--- src/rtl/ifu_fetch.sv ---
// rtl/ifu_fetch.sv - instruction fetch unit: PC, IR and IDLE/FETCH/VALID handshake FSM
// Optional consumed-instruction counter built only when IFU_INSTR_CNT_EN is defined.
module ifu_fetch #(
  parameter logic [31:0] RESET_PC = 32'h0000_3000
) (
  input  logic        clk,
  input  logic        rst,
  output logic        imem_req,
  output logic [31:0] imem_addr,
  input  logic        imem_ack,
  input  logic [31:0] imem_rdata,
  output logic [31:0] instr,
  output logic [5:0]  OpCode,
  output logic [5:0]  funct,
  output logic [31:0] pc_out,
  output logic        instr_valid,
  input  logic        instr_ready,
  input  logic        jump,
  input  logic        Branch,
  input  logic        Zero,
  output logic [31:0] instr_cnt
);

  typedef enum logic [1:0] {IDLE, FETCH, VALID} state_e;

  state_e      state_q, state_d;
  logic [31:0] pc_q, pc_d;
  logic [31:0] ir_q, ir_d;
  logic [31:0] pc_out_q, pc_out_d;
  logic [31:0] pc_seq;
  logic [31:0] br_off;
  logic [31:0] pc_next;

  always_ff @(posedge clk or posedge rst) begin
    if (rst) begin
      state_q  <= IDLE;
      pc_q     <= RESET_PC;
      ir_q     <= '0;
      pc_out_q <= RESET_PC;
    end else begin
      state_q  <= state_d;
      pc_q     <= pc_d;
      ir_q     <= ir_d;
      pc_out_q <= pc_out_d;
    end
  end

  // Target is computed from the instruction held in IR, not from the live PC.
  assign pc_seq = pc_out_q + 32'd4;
  assign br_off = {{14{ir_q[15]}}, ir_q[15:0], 2'b00};

  always_comb begin
    pc_next = pc_seq;
    if (jump) begin
      pc_next = {pc_seq[31:28], ir_q[25:0], 2'b00};
    end else if (Branch && Zero) begin
      pc_next = pc_seq + br_off;
    end
  end

  always_comb begin
    state_d  = state_q;
    pc_d     = pc_q;
    ir_d     = ir_q;
    pc_out_d = pc_out_q;
    case (state_q)
      IDLE: begin
        state_d = FETCH;
      end
      FETCH: begin
        if (imem_ack) begin
          ir_d     = imem_rdata;
          pc_out_d = pc_q;
          state_d  = VALID;
        end
      end
      VALID: begin
        if (instr_ready) begin
          pc_d    = pc_next;
          state_d = FETCH;
        end
      end
      default: begin
        state_d = IDLE;
      end
    endcase
  end

  assign imem_req    = (state_q == FETCH);
  assign imem_addr   = pc_q;
  assign instr_valid = (state_q == VALID);
  assign instr       = ir_q;
  assign OpCode      = ir_q[31:26];
  assign funct       = ir_q[5:0];
  assign pc_out      = pc_out_q;

`ifdef IFU_INSTR_CNT_EN
  logic [31:0] cnt_q;

  always_ff @(posedge clk or posedge rst) begin
    if (rst) begin
      cnt_q <= '0;
    end else if (instr_valid && instr_ready) begin
      cnt_q <= cnt_q + 32'd1;
    end
  end

  assign instr_cnt = cnt_q;
`else
  assign instr_cnt = '0;
`endif

endmodule

--- config.mk ---
export PLATFORM = sky130hd
export DESIGN_NAME = ifu_fetch
export DESIGN_NICKNAME = d
export VERILOG_FILES = /design/src/rtl/ifu_fetch.sv
export SDC_FILE = /design/constraint.sdc
export NUM_CORES = 1
export LEC_CHECK = 0
export ABC_CLOCK_PERIOD_IN_PS = 3200
export CAP_MARGIN = 30
export CORE_ASPECT_RATIO = 0.9
export CORE_MARGIN = 10
export CORE_UTILIZATION = 45
export CTS_CLUSTER_DIAMETER = 80
export DETAILED_ROUTE_END_ITERATION = 10
export GPL_TIMING_DRIVEN = 0
export PLACE_DENSITY_LB_ADDON = 0.15
export SYNTH_ARGS = -nofsm -noshare
export SYNTH_HDL_FRONTEND = slang
export SYNTH_SLANG_ARGS = --single-unit
--- constraint.sdc ---
create_clock -name clk -period 3.2 [get_ports clk]
set_input_delay 0.64 -clock clk [delete_from_list [all_inputs] [get_ports clk]]
set_output_delay 0.64 -clock clk [all_outputs]
set_load 0.02 [all_outputs]
* Yosys cells after proc, flatten, opt, wreduce, memory -nomap -nowiden *
Index checks and enable logic that the tools add are counted.
W data, S select, Z words.

storage, ports and cells
  input bits = 39
  word-level logic and storage cells = 20
  output and inout port bits = 142
  flip-flop bits (word level) = 98

cells by class
  reduce and logical (&&, ||, !) cells = 5
  add/sub/neg operators = 2
  equality and inequality tests = 4
  muxes and demuxes = 5

operator list
  kind                     count
  $mux W32                 2
  $add A32 B3 Y32 const B  1
  $add A32 B32 Y32         1
  $pmux W2 S3              1
  $reduce_and A2 Y1        3
  $mux W2                  2
  $ne A2 B1 Y1 const B     2
  $eq A2 B1 Y1 const B     1
  $eq A2 B2 Y1 const B     1
  $logic_not A2 Y1         1
  $logic_and A1 B1 Y1      1

* Longest topological paths before layout *
  depth in word-level cells = 4
  depth in mapped cells = 15
  mapped depth without buffers = 14

* Least setup slack after synthesis *
No wires, ideal clock.

  path kind = flip-flop to flip-flop
  start point = reg pc_out_q[9], in the netlist pc_out[9]
  end point = reg pc_q[31], in the netlist imem_addr[31]
  clock period less this slack = 3575 ps
  slack = -375 ps
  data arrival time = 3471 ps
  library setup time = 104 ps
  data required time = 3096 ps
  buffers on the path = 1
  stages on the path, launching flop included = 16
  cells stage by stage = dfrtp_1 > nand3_2 > nand2b_4 > or3_4 > nor3_1 > xor2_1 > ha_1 > clkbuf_1 > a21o_1 > a21oi_1 > o21bai_1 > a311o_1 > o22ai_1 > a21o_1 > mux2_2 > o311ai_1

between the ends
  cells in the longest elaborated chain, start to end = 4

RTL lines
  element                 line  text
  from (decl)             29    logic [31:0] pc_out_q, pc_out_d;
  from (signal assigned)  44    pc_out_q <= pc_out_d;
  $add A32 B3 Y32 *       49    assign pc_seq = pc_out_q + 32'd4;
  $add A32 B32 Y32        57    pc_next = pc_seq + br_off;
  $mux W32                56    end else if (Branch && Zero) begin
  $mux W32 *              54    if (jump) begin
  to (signal assigned)    42    pc_q <= pc_d;
  to (decl)               27    logic [31:0] pc_q, pc_d;

Every way passes the cells marked *; elsewhere a longest branch is shown, timed or not.
A chain may end at the register's enable or synchronous reset.

* Worst setup path in the final report *
  start point = reg pc_out_q[2], in the netlist pc_out[2]
  end point = reg pc_q[31], in the netlist imem_addr[31]

Same word-level chain as after synthesis.

==> results.toml <==
[run_status]
run_status = "complete, but fails checks"
failed_checks = "setup timing"

[timing]
final_count_of_pins_violating_max_slew = 0
worst_slack_ns = -0.307
tns_ns = -1.35
finalSetupViolCount = 10
rsz_0062_raised_after_global_routing = "true"
finalCriticalPeriod_ns = 3.51
max_clock_freq_ghz = 0.285
timing.clock.skew_ns = 0.00860
timing.final.hold_violations = 0
worst_pin_slew_ns = 0.725
final.period_utilization = 1.10
max_slew_margin = 0.517

[cells_and_area]
multiInputGateArea_um2 = 4710
fill_cells = 1147
layout-drive-gt1-share = 0.341
layout.cells.non_filler = 1139
num-nets-final = 1013
area_delta_synth_final_pct = 51.0
register_area_um2 = 2470
antenna_cells_inserted = 0

[yosys]
mappedNetlistArea_um2 = 6730
post_synthesis_area_per_instance_um2 = 9.72
post_synthesis_compound_gate_area_fraction = 0.158
synth_enable_flop_cells = 0
synth_ff_type = "dfrtp_1"
netlist_top_cells_count = "94 x dfrtp_1, 70 x nand2_1, 65 x mux2_2"
synthCells = 693
post-synth-top-count-cell = "dfrtp_1"
synth.yosys.warnings = 0
yosys.area.top_type_share = 0.349
synthSimpleGateAreaFrac = 0.152
ys_ff_latch = 98
yosysSeqAreaShare = 0.365
largest_family_of_logic_cells_by_synthesized_area = "compound AO/OA/AOI/OAI gates"
synth_area_in_xor_xnor = 0.0673
yosys-mux-area-fraction = 0.115
netlist_top_cells_area = "dfrtp_1 35%, mux2_2 11%, ha_1 6.9%, buf_4 4.9%, nand2_1 3.9%"
yosys.cell_types.count = 71
synth.largest_area_cell = "dfrtp_1"
yosys.area_share.adder = 0.0717
async_reset_ff_frac = 1.00

[hold_path]
hp-start = "imem_addr[13]"
worstHoldPathCells = 2
min_to = "imem_addr[13]"
worst_min_delay_path_category = "flip-flop to flip-flop"

[power]
p_clk_frac = 0.088
intPower_mw = 7.00
pwr_density_cell_nw_per_um2 = 1290
power_leakage_nw = 4.36
maximum_vdd_ir_drop_v = 0.000787
power.total_mw = 13.1
power_switching_share = 0.465
share_seq_of_total_power = 0.200
power_frac_comb = 0.712
net-switching-power_mw = 6.09

[worst_setup_path]
r2r_setup_slack_ns = -0.31
timing.critical_path.cells = "ha_4 > nand3_4 > or3_4 > nor3_4 > xor2_2 > ha_4 > a21o_1 > a21oi_2 > o21bai_2 > a311o_1 > o22ai_1 > a21o_1 > mux2_4 > o311ai_2"
cp-end-kind = "flip-flop"
critical-path-top-delay-family = "compound AO/OA/AOI/OAI gates"
worst_r2r_startpoint = "pc_out[2]"
critical_path_arrival_ns = 3.77
timing.setup.critical_path_class = "flip-flop to flip-flop"
critPathBufInv = 0
worst-r2r-cell-count = 14
worst_ep_required_time_ns = 3.46
startpoint_type = "flip-flop"
max_stage_delay_ns = 0.46
cp_max_fo = 5
worst_path_max_delay_cell = "dfrtp_2"
regToRegEndpoint = "imem_addr[31]"

[route]
num_vias = 6434
ant_nets = 0
detail_route.iter0.violations = 645
detail_route.first_pass.iterations = 5
totalWireLength_um = 24200
wl_per_cell_um = 21.2
number_of_design_rule_violations_left_after_detail_routing = 0
vias_per_cell = 5.65

[floorplanning]
fp-row-count = 42
fp.dieH_um = 136
die-area_um2 = 20300
die_width_um = 149
core_area_um2 = 14700
effective_utilization_at_floorplan = 0.458
ios = 181

[global_route]
grt_antenna_before_repair = 0
globalRouteOverflowTotal = 0
gr-max-usage-layer = "met2"
track_usage = 0.225
gr-usage-met3 = 0.0502
grt_met1_usage = 0.301
met2_capacity_usage_during_global_routing = 0.360
grt_first_pass_wirelength_um = 35800
number_of_global_route_vias_before_repair = 6173
grt_max_degree = 71

[clock_network]
clkSlewWorstSetupHoldPaths_ns = 0.07
worst_skew_pair_later_pin_latency_ns = 0.36
cts.htree.levels = 3
root_driver = "clkbuf_16"
cts_sinks = 98
cts.path.max_buffers = 2
cts_made_buffers = 9
cts_tree = "done"
cts_hold_buf = 0

[place]
globalplace.congestion = 0.964
hpwl_after_dpl_um = 17700
port_buffers = 148
numPlacedInstances = 1071

[run]
max_capacitance_violation_count = 0
## logic make-up after synthesis
logic type	count (synthesis)
DFF	98
AOI/OAI and AO/OA	161
muxes	69
buffers and inverters	84
other	1
adders and majority gates	38
xor gates and xnor gates	50
and+or+nand+nor	192
## layout make-up
class / instances / share of cell area
Clock inverter: 7 / 0.00837
Buffer: 66 / 0.0407
Multi-Input combinational cell: 542 / 0.463
Sequential cell: 98 / 0.243
Clock buffer: 9 / 0.0221
Inverter: 13 / 0.00504
Timing Repair Buffer: 206 / 0.193
Tap cell: 198 / 0.0244
## worst max path at each step
stage,to,slack (ns),cells after the start,start
after floorplan,imem_addr[31],-0.27,13,pc_out[12]
after detailed placement,imem_addr[31],-0.79,14,pc_out[13]
after CTS,imem_addr[31],-0.33,13,pc_out[12]
after global routing,imem_addr[31],-0.45,13,pc_out[3]
after global placement,pc_out[11],-1.85,2,rst
final,imem_addr[31],-0.31,14,pc_out[2]
## worst min-delay path: stages, from the launching register on
cell and delay, ns:
dfstp_2 0.39, nand2_1 0.05, o21ai_1 0.05
## flip-flops by register name, indices dropped and copies added (netlist names)
| name | flops |
|---|---|
| imem_addr | 32 |
| pc_out | 32 |
| instr | 32 |
| state_q | 2 |
## per-stage QoR
stage / setup slack (ns) / hold slack, ns / util / instance area [um2]
CTS: -0.326 / 0.491 / 0.638 / 9390
finish: -0.307 / 0.491 / 0.691 / 10200
detailed placement: -0.786 / 0.481 / 0.587 / 8640
floorplan: -0.269 / 0.455 / - / 6880
global route: -0.451 / 0.517 / 0.691 / 10200
global placement: -1.85 / 0.471 / 0.585 / 8610
## per-layer routing
layer  wire length (um)  vias to the layer above
li1                   -                     2910
met1              10300                     3168
met2              11300                      316
met3               2130                       40
met4                418                        0
met5                  0                        -
## placed cells by master, fill, tap and decap left out, drive strengths merged, types with 11 or more instances in the layout
master,n
mux2,66
xnor2,30
xor2,20
nand3,24
ha,37
a21o,13
conb,32
a21oi,31
buf,104
dfrtp,94
nand2,70
o21ai,52
clkbuf,29
inv,16
nand4,11
nor2,41
clkdlybuf4s50,148
## power groups by stage
stage	clock [mW]	sequential (mW)	combinational [mW]
6_report	1.15	2.63	9.32
3_3_place_gp	0	2.63	7.01
5_1_grt	1.21	2.70	9.91
4_1_cts	1.16	2.61	7.80
2_1_floorplan	0	3.10	4.00
3_5_place_dp	0	2.66	7.11
## timing repair
action | in CTS | in global routing
resized for setup | 43 | 91
setup buffers | 30 | 26
endpoints found under the setup margin | 18 | 18
pin swaps | 26 | 43
(Power assumes the default switching activity.)
